===== src/rtl/ms_muldiv_seq_pkg.sv =====
// Shared types and helpers for the sequential multiply/divide unit.
package pkg_mult;

    localparam int DW_DEF  = 16;
    localparam int DW2_DEF = 2 * DW_DEF;

    typedef enum logic [1:0] {
        OP_MULU = 2'b00,
        OP_MULS = 2'b01,
        OP_DIVU = 2'b10,
        OP_DIVS = 2'b11
    } op_e;

    typedef enum logic [1:0] {
        S_IDLE = 2'b00,
        S_CALC = 2'b01,
        S_FIX  = 2'b10
    } state_e;

    // Input is pre-extended to 33 bits; callers keep the low DW+1 bits, which
    // is enough to hold |-2^(DW-1)| without overflow.
    function automatic logic [32:0] abs_ext(input logic signed [32:0] v);
        return v[32] ? 33'(-v) : 33'(v);
    endfunction

endpackage


===== src/rtl/ms_muldiv_seq_if.sv =====
// Operand/result bus between the switch bank, the arithmetic unit and the LED bank.
interface ms_muldiv_seq_if
    import pkg_mult::*;
#(
    parameter int DW = DW_DEF
);
    localparam int DW2 = 2 * DW;

    logic           i_start;
    logic [1:0]     i_op;
    logic [DW2-1:0] i_sw;
    logic [DW2-1:0] o_led;
    logic           o_ready;
    logic           o_done;
    logic           o_err;

    modport master (output i_start, i_op, i_sw, input o_led, o_ready, o_done, o_err);
    modport slave  (input i_start, i_op, i_sw, output o_led, o_ready, o_done, o_err);

endinterface


===== src/rtl/ms_muldiv_seq_start_sync.sv =====
// Synchronises the active-low push-button start and emits one pulse per falling edge.
module ms_start_sync
    import pkg_mult::*;
#(
    parameter int SYNC_STAGES = 2
) (
    input  logic i_clk,
    input  logic i_rst,
    input  logic i_start,
    output logic o_accept
);

    // Bits [SYNC_STAGES-1:0] are the synchroniser; the top bit is the edge-detect history.
    logic [SYNC_STAGES:0] r_sync;

    always_ff @(posedge i_clk or negedge i_rst) begin
        if (!i_rst) begin
            r_sync <= '1;
        end else begin
            r_sync <= {r_sync[SYNC_STAGES-1:0], i_start};
        end
    end

    assign o_accept = r_sync[SYNC_STAGES] & ~r_sync[SYNC_STAGES-1];

endmodule


===== src/rtl/ms_muldiv_seq.sv =====
// Radix-2 sequential signed/unsigned multiply and restoring divide, one bit per clock.
module ms_muldiv_seq
    import pkg_mult::*;
#(
    parameter int  DW          = DW_DEF,
    parameter int  SYNC_STAGES = 2,
    localparam int DW2         = 2 * DW
) (
    input logic            i_clk,
    input logic            i_rst,
    ms_muldiv_seq_if.slave bus
);

    localparam int CW = $clog2(DW);

    state_e          r_state, w_state_nxt;
    op_e             r_op;
    logic [CW-1:0]   r_cnt;
    logic [DW2:0]    r_acc, w_acc_nxt;
    logic [DW-1:0]   r_a;
    logic [DW:0]     r_ma, r_mb;
    logic            r_sa, r_sb, r_dz;
    logic [DW2-1:0]  r_led;
    logic            r_done, r_err;

    logic            w_accept, w_ready, w_load, w_signed, w_div;
    logic [DW-1:0]   w_a_in, w_b_in;
    logic signed [32:0] w_a_ext, w_b_ext;
    logic [DW:0]     w_ma, w_mb, w_upper, w_sum, w_shl;
    logic [DW+1:0]   w_diff;

    ms_start_sync #(.SYNC_STAGES(SYNC_STAGES)) u_sync (
        .i_clk    (i_clk),
        .i_rst    (i_rst),
        .i_start  (bus.i_start),
        .o_accept (w_accept)
    );

    assign w_signed = bus.i_op[0];
    assign w_div    = bus.i_op[1];
    assign w_a_in   = bus.i_sw[DW2-1:DW];
    assign w_b_in   = bus.i_sw[DW-1:0];
    assign w_a_ext  = signed'({{(33-DW){w_signed & w_a_in[DW-1]}}, w_a_in});
    assign w_b_ext  = signed'({{(33-DW){w_signed & w_b_in[DW-1]}}, w_b_in});
    assign w_ma     = (DW+1)'(abs_ext(w_a_ext));
    assign w_mb     = (DW+1)'(abs_ext(w_b_ext));

    // Ready stays low through the done cycle so the two never overlap.
    assign w_ready = (r_state == S_IDLE) && !r_done;
    assign w_load  = w_ready && w_accept;

    function automatic logic [DW2-1:0] fix_result(input op_e op, input logic [DW2-1:0] acc,
                                                  input logic [DW-1:0] a_raw,
                                                  input logic sa, input logic sb, input logic dz);
        logic [DW-1:0]  q, r;
        logic [DW2-1:0] res;
        q = acc[DW-1:0];
        r = acc[DW2-1:DW];
        if (op == OP_DIVS) begin
            if (sa ^ sb) q = -q;
            if (sa)      r = -r;
        end
        case (op)
            OP_MULU: res = acc;
            OP_MULS: res = (sa ^ sb) ? -acc : acc;
            default: res = dz ? {a_raw, {DW{1'b1}}} : {r, q};
        endcase
        return res;
    endfunction

    // Mul: acc = {partial sum, multiplier}; Div: acc = {remainder, dividend/quotient}.
    always_comb begin
        w_upper = r_acc[DW2:DW];
        w_sum   = r_acc[0] ? w_upper + r_ma : w_upper;
        w_shl   = r_acc[DW2-1:DW-1];
        w_diff  = {1'b0, w_shl} - {1'b0, r_mb};
        if (!r_op[1]) begin
            w_acc_nxt = {1'b0, w_sum, r_acc[DW-1:1]};
        end else if (w_diff[DW+1]) begin
            w_acc_nxt = {w_shl, r_acc[DW-2:0], 1'b0};
        end else begin
            w_acc_nxt = {w_diff[DW:0], r_acc[DW-2:0], 1'b1};
        end
    end

    always_comb begin
        w_state_nxt = r_state;
        case (r_state)
            S_IDLE:  if (w_load) w_state_nxt = S_CALC;
            S_CALC:  if (r_dz || r_cnt == CW'(DW-1)) w_state_nxt = S_FIX;
            S_FIX:   w_state_nxt = S_IDLE;
            default: w_state_nxt = S_IDLE;
        endcase
    end

    always_ff @(posedge i_clk or negedge i_rst) begin
        if (!i_rst) begin
            r_state <= S_IDLE;
            r_cnt   <= '0;
            r_led   <= '0;
            r_done  <= 1'b0;
            r_err   <= 1'b0;
        end else begin
            r_state <= w_state_nxt;
            r_done  <= 1'b0;
            if (w_load) begin
                r_cnt <= '0;
                r_err <= 1'b0;
            end else if (r_state == S_CALC) begin
                r_cnt <= r_cnt + 1'b1;
            end
            if (r_state == S_FIX) begin
                r_led  <= fix_result(r_op, r_acc[DW2-1:0], r_a, r_sa, r_sb, r_dz);
                r_done <= 1'b1;
                r_err  <= r_dz;
            end
        end
    end

    always_ff @(posedge i_clk) begin
        if (w_load) begin
            r_op  <= op_e'(bus.i_op);
            r_a   <= w_a_in;
            r_ma  <= w_ma;
            r_mb  <= w_mb;
            r_sa  <= w_a_ext[32];
            r_sb  <= w_b_ext[32];
            r_dz  <= w_div && (w_b_in == '0);
            r_acc <= {{(DW+1){1'b0}}, w_div ? w_ma[DW-1:0] : w_mb[DW-1:0]};
        end else if (r_state == S_CALC) begin
            r_acc <= w_acc_nxt;
        end
    end

    assign bus.o_led   = r_led;
    assign bus.o_ready = w_ready;
    assign bus.o_done  = r_done;
    assign bus.o_err   = r_err;

endmodule


===== src/flat_wrapper.sv =====
// flat-port wrapper written by rule: the top's interface ports become plain ports
module ms_muldiv_seq_flat import pkg_mult::*;
#(
    parameter int  DW          = DW_DEF,
    parameter int  SYNC_STAGES = 2,
    localparam int DW2         = 2 * DW
)
  (i_clk, i_rst, bus_i_start, bus_i_op, bus_i_sw, bus_o_led, bus_o_ready, bus_o_done, bus_o_err);
  ms_muldiv_seq_if #(.DW(DW)) bus_i ();
  input logic i_clk;
  input logic i_rst;
  input wire logic [$bits(bus_i.i_start)-1:0] bus_i_start;
  input wire logic [$bits(bus_i.i_op)-1:0] bus_i_op;
  input wire logic [$bits(bus_i.i_sw)-1:0] bus_i_sw;
  output wire logic [$bits(bus_i.o_led)-1:0] bus_o_led;
  output wire logic [$bits(bus_i.o_ready)-1:0] bus_o_ready;
  output wire logic [$bits(bus_i.o_done)-1:0] bus_o_done;
  output wire logic [$bits(bus_i.o_err)-1:0] bus_o_err;
  assign bus_i.i_start = bus_i_start;
  assign bus_i.i_op = bus_i_op;
  assign bus_i.i_sw = bus_i_sw;
  assign bus_o_led = bus_i.o_led;
  assign bus_o_ready = bus_i.o_ready;
  assign bus_o_done = bus_i.o_done;
  assign bus_o_err = bus_i.o_err;
  ms_muldiv_seq #(.DW(DW), .SYNC_STAGES(SYNC_STAGES)) u_core (.i_clk(i_clk), .i_rst(i_rst), .bus(bus_i));
endmodule

===== config.mk =====
export PLATFORM = sky130hd
export DESIGN_NAME = ms_muldiv_seq_flat
export DESIGN_NICKNAME = d
export VERILOG_FILES = /design/src/rtl/ms_muldiv_seq_pkg.sv /design/src/rtl/ms_muldiv_seq_if.sv /design/src/rtl/ms_muldiv_seq_start_sync.sv /design/src/rtl/ms_muldiv_seq.sv /design/src/flat_wrapper.sv
export SDC_FILE = /design/constraint.sdc
export NUM_CORES = 1
export LEC_CHECK = 0
export BUFFER_PORTS_ARGS = -buffer_cell sky130_fd_sc_hd__buf_2
export CAP_MARGIN = 10
export CORE_MARGIN = 2
export CORE_UTILIZATION = 45
export DETAILED_ROUTE_END_ITERATION = 10
export MAX_ROUTING_LAYER = met4
export PLACE_DENSITY = 0.7
export SYNTH_ARGS = -nofsm -noshare
export SYNTH_HDL_FRONTEND = slang
export SYNTH_SLANG_ARGS = --single-unit

===== constraint.sdc =====
create_clock -name i_clk -period 7.8 [get_ports i_clk]
set_input_delay 1.56 -clock i_clk [delete_from_list [all_inputs] [get_ports i_clk]]
set_output_delay 1.56 -clock i_clk [all_outputs]
set_load 0.02 [all_outputs]

==> results of run 1 <==
==> metal layers <==
metal | vias to the layer above | GRT usage [%] | wire length, um
met4 | 0 | 9.12 | 778
met3 | 47 | 4.80 | 1670
met2 | 302 | 37.8 | 10800
met1 | 3506 | 34.9 | 11200
li1 | 3578 | - | -
met5 | - | - | 0
==> per-stage QoR <==
step / std cells / power (mW)
6_report: 1282 / 3.53
5_1_grt: 1282 / 3.76
4_1_cts: 1282 / 3.52
3_5_place_dp: 1250 / 2.69
3_3_place_gp: 1250 / 2.67
2_1_floorplan: 960 / 2.27
==> state kept, by name, indices dropped and copies added (netlist names) <==
signal / count
u_core.r_acc: 33
u_core.bus.o_led: 32
u_core.r_ma: 17
u_core.r_mb: 17
u_core.r_a: 15
u_core.r_cnt: 4
u_core.u_sync.r_sync: 3
u_core.r_op: 2
u_core.r_state: 2
u_core.bus.o_done: 1
u_core.bus.o_err: 1
u_core.r_dz: 1
u_core.r_sa: 1
u_core.r_sb: 1
==> worst max-delay path, delay by kind of cell <==
| kind | cells | cell delay, ps |
|---|---|---|
| and+or+nand+nor | 4 | 1270 |
| AOI/OAI and AO/OA | 2 | 410 |
| xor gates and xnor gates | 1 | 270 |
| buffers and inverters | 2 | 190 |
==> final timing paths <==
path	endpoint	slack, ps	cells past startpoint
worst min register to register	u_core.u_sync.r_sync[2]	360	0
worst max-delay path	u_core.r_acc[13]	4350	9
min in group asynchronous	u_core.bus.o_led[2]	1290	1
worst max register to register	u_core.r_acc[25]	4420	10
max in group asynchronous	u_core.r_cnt[1]	5900	1
worst min-delay path	u_core.u_sync.r_sync[2]	360	0
==> placed cells by master, fill, tap and decap left out, types with 18 or more instances in the layout <==
master and n:
nor3_1 19, dfrtp_1 40, a21oi_1 85, xnor2_1 47, ha_1 38, buf_2 71, edfxtp_1 70, xor2_1 36
inv_1 43, nand2_1 89, mux2i_1 25, nor2_1 93, a211oi_1 18, o21ai_0 67
==> final cells by class <==
cell class | count | area, um2 | area share (%)
repair buffers | 80 | 423 | 4.30
well taps | 260 | 325 | 3.31
clock inverters | 13 | 151 | 1.54
inverters | 47 | 176 | 1.80
flip-flops and latches | 130 | 3520 | 35.8
clock buffers | 19 | 443 | 4.51
multi-input cells | 733 | 4780 | 48.7
==> logic make-up after synthesis <==
| group | Yosys count |
|---|---|
| flops | 130 |
| compound gates | 285 |
| simple gates | 287 |
| buf+inv | 97 |
| xor+xnor | 83 |
| mux | 36 |
| fa+ha+maj | 40 |
| other cells | 1 |
==> power groups by stage <==
stage,clock [mW],combinational [mW],sequential (mW)
global placement,0,1.50,1.17
finish,0.819,1.55,1.17
global route,0.856,1.71,1.19
detailed placement,0,1.52,1.17
floorplan,0,1.13,1.14
CTS,0.825,1.53,1.16
==> metrics, run 1 <==
Final setup viols=0; post-DR wirelength/cell=19.1 um; Yosys top cell area share=24.2%; Reg power frac=between 30% and 40%; Avg Cell Area, Syn=9.05 um2; Synth Area in Simple Gates=15.7%; Area after DPL=between 9000 and 10000 um2; total die area=20400 um2; vias in the first global route=6842; Post-Syn Area=about 8700 um2; maximum clock frequency=around 0.29 GHz; worst hold slack=362 ps; core area=18800 um2; Hold Violations, Final=0; Diodes inserted=0; first-pass GRT wire length=38.2 mm; layout cells sized above 1=between 10 and 15%; post-place setup slack=3960 ps; Worst R2R Start=u_core.r_acc[18]; post-layout min period=3450 ps; Worst Hold Class=register to register; Vias=7433; pin count of the biggest net entering global routing=just over 80; register bit total from synthesis=130; Post-Synth XOR/XNOR Area=under 10%; Post-Synth Adder-Cell Area=just under 6%; crit path cell chain=buf_2, inv_1, nand2_1, or4_1, nor3b_1, a31oi_1, xor2_1, nor2_1, o31ai_1; fraction of registers with async set/reset=33.1%; internal power=approximately 2.0 mW; Root Driver=clkbuf_16; Port Buffers=71; CTS H-tree depth=4; IO Count=between 70 and 80; Max Cap Violations=0; total track usage=between 20 and 30%; Worst EP arrival=around 3700 ps; Slew @ Worst Pin=between 900 and 1000 ps; warnings from Yosys=0; top-count cell post-synth=nor2_1; crit end category=register; Final Wtd Congestion=about 0.96; wirelength, routed=around 24 mm; Unique masters post-synth=between 70 and 80; CTS buffer count=17; std cell rows=50; leak pwr=between 4 and 5 nW; Max stage delay on crit path=approximately 670 ps; Max Fanout on Critical Path=4; initial core utilization=46.1%; relative max-transition margin=approximately 34%; post-synthesis mux area share=approximately 4.3%; dominant cell type by area after synthesis=edfxtp_1; Final Slew Violations=0; grt total ovfl=0; period utilization=between 40% and 50%; Pre-antenna DRT Iters=5; Power per Cell Area=359 nW/um2; Layout area overhead=13.2%; Setup CP Type=input pin to register; Sw Share=between 40% and 50%; Post-synth top cells=nor2_1, nand2_1, a21oi_1, edfxtp_1, o21ai_0; Synth Area in Compound Gates=roughly 21%; combinational share of power=between 40% and 50%; initial antenna violation count=0; Die X=143 um; Switch Pwr=approximately 1.5 mW; post-CTS sizing=0; post-route setup slack=~4300 ps; Sink Count=130; clock latency on the worst-skew pair=around 430 ps; Clock Skews=10.9 ps; crit path launch=bus_i_sw[16]; Top FF cell, synth=edfxtp_1; # fillers=~1700; startpoint types=input pin; CTS tree=yes; DRC=0; clock tree buffer depth=2; largest family of logic cells by synthesized area=compound AO/OA/AOI/OAI gates; post-route setup TNS=0 ps; clock group share of total power=between 20% and 30%; DRT iter0 DRCs=approximately 860; design area=roughly 9800 um2; Syn Inst Count=~960; EDFF count, synth=70; sequential area share after synthesis=between 40 and 50%; CTS Hold Buffers Added=0; VDD IR-drop max=around 170 uV; Final HPWL DP=about 18 mm; Core Util, Final=a little over half; slowest CP cell=nor3b_1; status=complete, no violations; Area contributors post-synth=edfxtp_1, dfrtp_1, ha_1; Die Y=143 um; setup bufs post-CTS=0; RSZ-0062 raised after global routing=no; Antenna Violating Nets Remaining=0; clock-pin slew on the worst setup and hold paths=60 ps; nets=approximately 1100; Hold Startpoint=u_core.u_sync.r_sync[1]; Vias/cell=just under 6; CP required=between 8000 and 9000 ps
Power figures use the tool's default switching activity.
==> run 2, diff against run 1 <==
==> constraint.sdc (replaced) <==
create_clock -name i_clk -period 3.3 [get_ports i_clk]
set_input_delay 0.66 -clock i_clk [delete_from_list [all_inputs] [get_ports i_clk]]
set_output_delay 0.66 -clock i_clk [all_outputs]
set_load 0.02 [all_outputs]
==> metrics, run 2 (same netlist as run 1, synthesis figures left out) <==
status=complete, no violations; Diodes inserted=0; Die X=approximately 140 um; grt total ovfl=0; Max Fanout on Critical Path=3; VDD IR-drop max=~460 uV; period utilization=between 90 and 100%; Layout area overhead=14.7%; Die Y=143 um; startpoint types=register; Final HPWL DP=~18 mm; DRT iter0 DRCs=between 800 and 900; RSZ-0062 raised after global routing=no; Hold Violations, Final=0; Clock Skews=approximately 9.6 ps; combinational share of power=a little under half; total die area=approximately 20000 um2; Final setup viols=0; std cell rows=50; internal power=4.89 mW; design area=9950 um2; total track usage=25.3%; clock-pin slew on the worst setup and hold paths=roughly 60 ps; vias in the first global route=about 7100; IO Count=just over 70; CTS tree=yes; post-place setup slack=roughly 210 ps; post-DR wirelength/cell=around 19 um; CTS H-tree depth=4; CP required=~3600 ps; most frequent cells in the layout=nor2_1, nand2_1, a21oi_1; Port Buffers=71; post-route setup TNS=0 ps; leak pwr=between 4 and 5 nW; # fillers=1731; Setup CP Type=register to register; initial core utilization=~46%; Worst EP arrival=3280 ps; Slew @ Worst Pin=around 1000 ps; Root Driver=clkbuf_16; Final Non-Filler Cells=1300; nets=about 1100; Final Wtd Congestion=around 0.98; Core Util, Final=52.9%; Final Slew Violations=0; Power per Cell Area=837 nW/um2; Worst Hold Class=input pin to register; Sink Count=130; crit end category=register; pin count of the biggest net entering global routing=81; Reg power frac=a little under a third; CTS Hold Buffers Added=0; core area=between 15000 and 20000 um2; largest register by flop count=u_core.r_acc; DRC=0; commonest non-fill, non-tap cell in the layout=nor2_1; clock tree buffer depth=2; Overall Power=8.33 mW; Largest register FFs=33; Sw Share=roughly 41%; clock latency on the worst-skew pair=around 430 ps; layout cells sized above 1=approximately 15%; Vias/cell=around 5.8; post-layout min period=just under 3000 ps; relative max-transition margin=between 30% and 40%; CTS buffer count=17; placed cell count=between 1000 and 1500; wirelength, routed=around 24 mm; post-route setup slack=around 320 ps; Switch Pwr=about 3.4 mW; Pre-antenna DRT Iters=7; first-pass GRT wire length=about 38 mm; clock group share of total power=roughly 23%; initial antenna violation count=0; worst hold slack=approximately 330 ps; Max Cap Violations=0; maximum clock frequency=approximately 0.34 GHz; Area after DPL=between 9000 and 10000 um2; Antenna Violating Nets Remaining=0; Vias=~7500
==> run 2: changes by cell type in the layout (fill, tap and decap cells not counted), sizes merged <==
| cell | change |
|---|---|
| clkbuf | +2 |
| buf | +18 |
| inv | -3 |
| clkinv | +1 |
==> run 2: worst paths after layout <==
path	slack, ps	cells past startpoint	start	end
max	320	10	u_core.r_ma[0]	u_core.r_acc[31]
min	330	1	bus_i_start	u_core.u_sync.r_sync[0]
max reg2reg	320	10	u_core.r_ma[0]	u_core.r_acc[31]
min reg2reg	360	0	u_core.u_sync.r_sync[0]	u_core.u_sync.r_sync[1]
max in group asynchronous	2270	1	i_rst	u_core.r_cnt[0]
min in group asynchronous	400	1	i_rst	u_core.bus.o_led[8]
==> run 2: cell type report <==
class,count,area (um2),area share (%)
well taps,260,325,3.27
inverters,47,176,1.77
clock inverters,11,131,1.32
repair buffers,98,571,5.73
multi-input cells,733,4790,48.1
flip-flops and latches,130,3520,35.4
clock buffers,21,440,4.43
==> run 2: worst max-delay path, cell delays in order, from the launching register on <==
cell and delay, ps:
edfxtp_1 430, ha_1 260, fa_1 450, a211oi_2 240, o21ai_1 150, and4_1 190, o31a_1 310, o41ai_2 240
xnor2_1 130, a2111oi_2 360, nor3_1 90
==> run 2: metal layers <==
metal	global-route usage, %	part of all wire (%)
met5	-	0
met4	9.02	2.7
met3	4.86	7.1
met2	39.7	46
met1	32.9	44
==> run 2: what timing repair did <==
action                     4_1_cts  5_1_grt
setup endpoints to repair        0        6
setup buffers                    0        0
gates resized for setup          0        1
==> run 2: power groups by stage <==
| stage | combinational, mW | sequential (mW) | clock [mW] |
|---|---|---|---|
| floorplan | 2.66 | 2.70 | 0 |
| detailed placement | 3.88 | 2.53 | 0 |
| CTS | 3.91 | 2.51 | 1.88 |
| global placement | 3.84 | 2.53 | 0 |
| global route | 4.35 | 2.56 | 1.97 |
| finish | 3.94 | 2.51 | 1.88 |
==> run 3, diff against run 2 <==
--- a/config.mk
+++ b/config.mk
@@ -5,13 +5,14 @@
 export SDC_FILE = /design/constraint.sdc
 export NUM_CORES = 1
 export LEC_CHECK = 0
+export ABC_AREA = 1
 export BUFFER_PORTS_ARGS = -buffer_cell sky130_fd_sc_hd__buf_2
 export CAP_MARGIN = 10
 export CORE_MARGIN = 2
 export CORE_UTILIZATION = 45
 export DETAILED_ROUTE_END_ITERATION = 10
 export MAX_ROUTING_LAYER = met4
-export PLACE_DENSITY = 0.7
+export PLACE_DENSITY = 0.69
 export SYNTH_ARGS = -nofsm -noshare
 export SYNTH_HDL_FRONTEND = slang
 export SYNTH_SLANG_ARGS = --single-unit
==> metrics, run 3 <==
placed cell count=1778; Unique masters post-synth=~50; CTS Hold Buffers Added=0; Final Slew Violations=0; Max Fanout on Critical Path=29; post-CTS sizing=0; Setup CP Type=register to register; Clock Skews=16.7 ps; Slew @ Worst Pin=between 900 and 1000 ps; DRT iter0 DRCs=between 900 and 1000; Die X=152 um; Area contributors post-synth=edfxtp_1, nand2_1, dfrtp_1; Layout area overhead=11.5%; post-place setup slack=889 ps; Final Wtd Congestion=around 1; largest family of logic cells by synthesized area=simple AND/OR/NAND/NOR gates; VDD IR-drop max=between 400 and 500 uV; RSZ-0062 raised after global routing=no; Yosys top cell area share=a little over a fifth; CP Buf/Inv Count=3; Avg Cell Area, Syn=6.75 um2; EDFF count, synth=70; CP required=~3700 ps; clock tree buffer depth=2; Synth Area in Compound Gates=11.7%; leak pwr=between 5 and 6 nW; maximum clock frequency=0.394 GHz; std cell rows=54; Final HPWL DP=about 24 mm; post-route setup slack=approximately 760 ps; CTS buffer count=17; pin count of the biggest net entering global routing=81; commonest non-fill, non-tap cell in the layout=nand2_1; Crit path top cell by count=inv_1; crit end category=register; total track usage=27.9%; Largest register FFs=33; dominant cell type by area after synthesis=edfxtp_1; Syn Inst Count=~1500; fraction of registers with async set/reset=between 30% and 40%; status=complete, no violations; sequential area share after synthesis=35.8%; wirelength, routed=between 30 and 40 mm; Crit path max-delay family=compound AO/OA/AOI/OAI gates; relative max-transition margin=between 30 and 40%; Synth Area in Simple Gates=between 30% and 40%; Worst EP arrival=between 2000 and 3000 ps; Final setup viols=0; DRC=0; post-synthesis mux area share=0%; Post-Synth Adder-Cell Area=under 10%; period utilization=between 70% and 80%; warnings from Yosys=0; Power per Cell Area=slightly below 1000 nW/um2; largest register by flop count=u_core.r_acc; Die Y=around 150 um; Post-synth top cells=nand2_1, inv_1, nor2_1, nand3_1, a21oi_1; Max stage delay on crit path=700 ps; Core Util, Final=between 50% and 60%; CTS tree=yes; Worst Hold Class=input pin to register; top-count cell post-synth=nand2_1; Antenna Violating Nets Remaining=0; core area=21600 um2; Max Cap Violations=0; total die area=between 20000 and 25000 um2; initial antenna violation count=0; initial core utilization=around 46%; Vias/cell=roughly 5.4; slowest CP cell=edfxtp_1; post-DR wirelength/cell=around 17 um; Post-Syn Area=9840 um2; post-route setup TNS=0 ps; Root Driver=clkbuf_16; worst hold slack=approximately 350 ps; startpoint types=register; layout cells sized above 1=roughly 11%; grt total ovfl=0; first-pass GRT wire length=49.1 mm; CTS H-tree depth=4; Hold Violations, Final=0; Final Non-Filler Cells=between 1500 and 2000; nets=approximately 1600; post-layout min period=roughly 2500 ps; Port Buffers=71; Top FF cell, synth=edfxtp_1; Post-Synth XOR/XNOR Area=under 10%; Vias=~10000; Diodes inserted=0; crit path cell chain=inv_1, o21ai_2, inv_2, o211ai_1, o21ai_0, inv_1; clock-pin slew on the worst setup and hold paths=roughly 70 ps; Sink Count=between 100 and 150; IO Count=72; setup bufs post-CTS=0; clock latency on the worst-skew pair=430 ps; vias in the first global route=between 8000 and 9000; most frequent cells in the layout=nand2_1, inv_1, nor2_1; register bit total from synthesis=130; Pre-antenna DRT Iters=6
-- run 3: cell types whose count changed in the layout (fill, tap and decap cells not counted), sizes merged, moves of 10 or more --
cell and change:
nand2 +336, inv +166, nand3 +127, nor2 +79, xnor2 -41, mux2i -25, a211oi -18, nor2b -16
o21ai +16, buf -15, o31ai -12, mux2 -11, xor2 -11, nand4 +10
-- run 3: where the power goes --
part	switching [mW]	internal [mW]	total (mW)	leakage [nW]
Sequential	0.578	2.38	2.95	1.28
Clock	0.798	1.04	1.84	0.267
Combinational	3.93	1.87	5.80	3.81
-- run 3: area by class of cell --
type                            count  area (um2)
Clock buffer                       17         425
Clock inverter                     15         134
Fill cell                        2237       10600
Inverter                          212         797
Multi-Input combinational cell   1073        5290
Sequential cell                   130        3520
Tap cell                          280         350
Timing Repair Buffer               83         458
-- run 3: path summary, 6_finish.rpt --
path                       slack (ps)  cells after the start               startpoint                      end
hold reg to reg                   360                      0  u_core.u_sync.r_sync[0]  u_core.u_sync.r_sync[1]
max in group asynchronous        2280                      1                    i_rst     u_core.bus.o_led[14]
min in group asynchronous         410                      1                    i_rst     u_core.bus.o_led[21]
setup / recovery                  760                      6              u_core.r_dz      u_core.bus.o_led[1]
hold / removal                    350                      1              bus_i_start  u_core.u_sync.r_sync[0]
setup reg to reg                  760                      6              u_core.r_dz      u_core.bus.o_led[1]
-- run 3: routing by layer --
layer	track usage [%]	share of wire, %
met5	-	0
met4	11.1	3.7
met2	43.7	46
met1	35.9	43
met3	5.28	7.9
-- run 3: logic make-up (layout without fill, tap and decap cells) --
group / Yosys count / count (layout)
flops: 130 / 130
xor+xnor: 31 / 31
other cells: 1 / 2
buf+inv: 256 / 327
simple gates: 787 / 787
fa+ha+maj: 40 / 40
compound gates: 213 / 213
-- run 3: stage by stage --
stage	cell area [um2]	power [mW]
4_1_cts	11000	10.5
2_1_floorplan	9850	7.05
3_3_place_gp	10400	8.60
6_report	11000	10.6
3_5_place_dp	10400	8.67
5_1_grt	11000	11.4
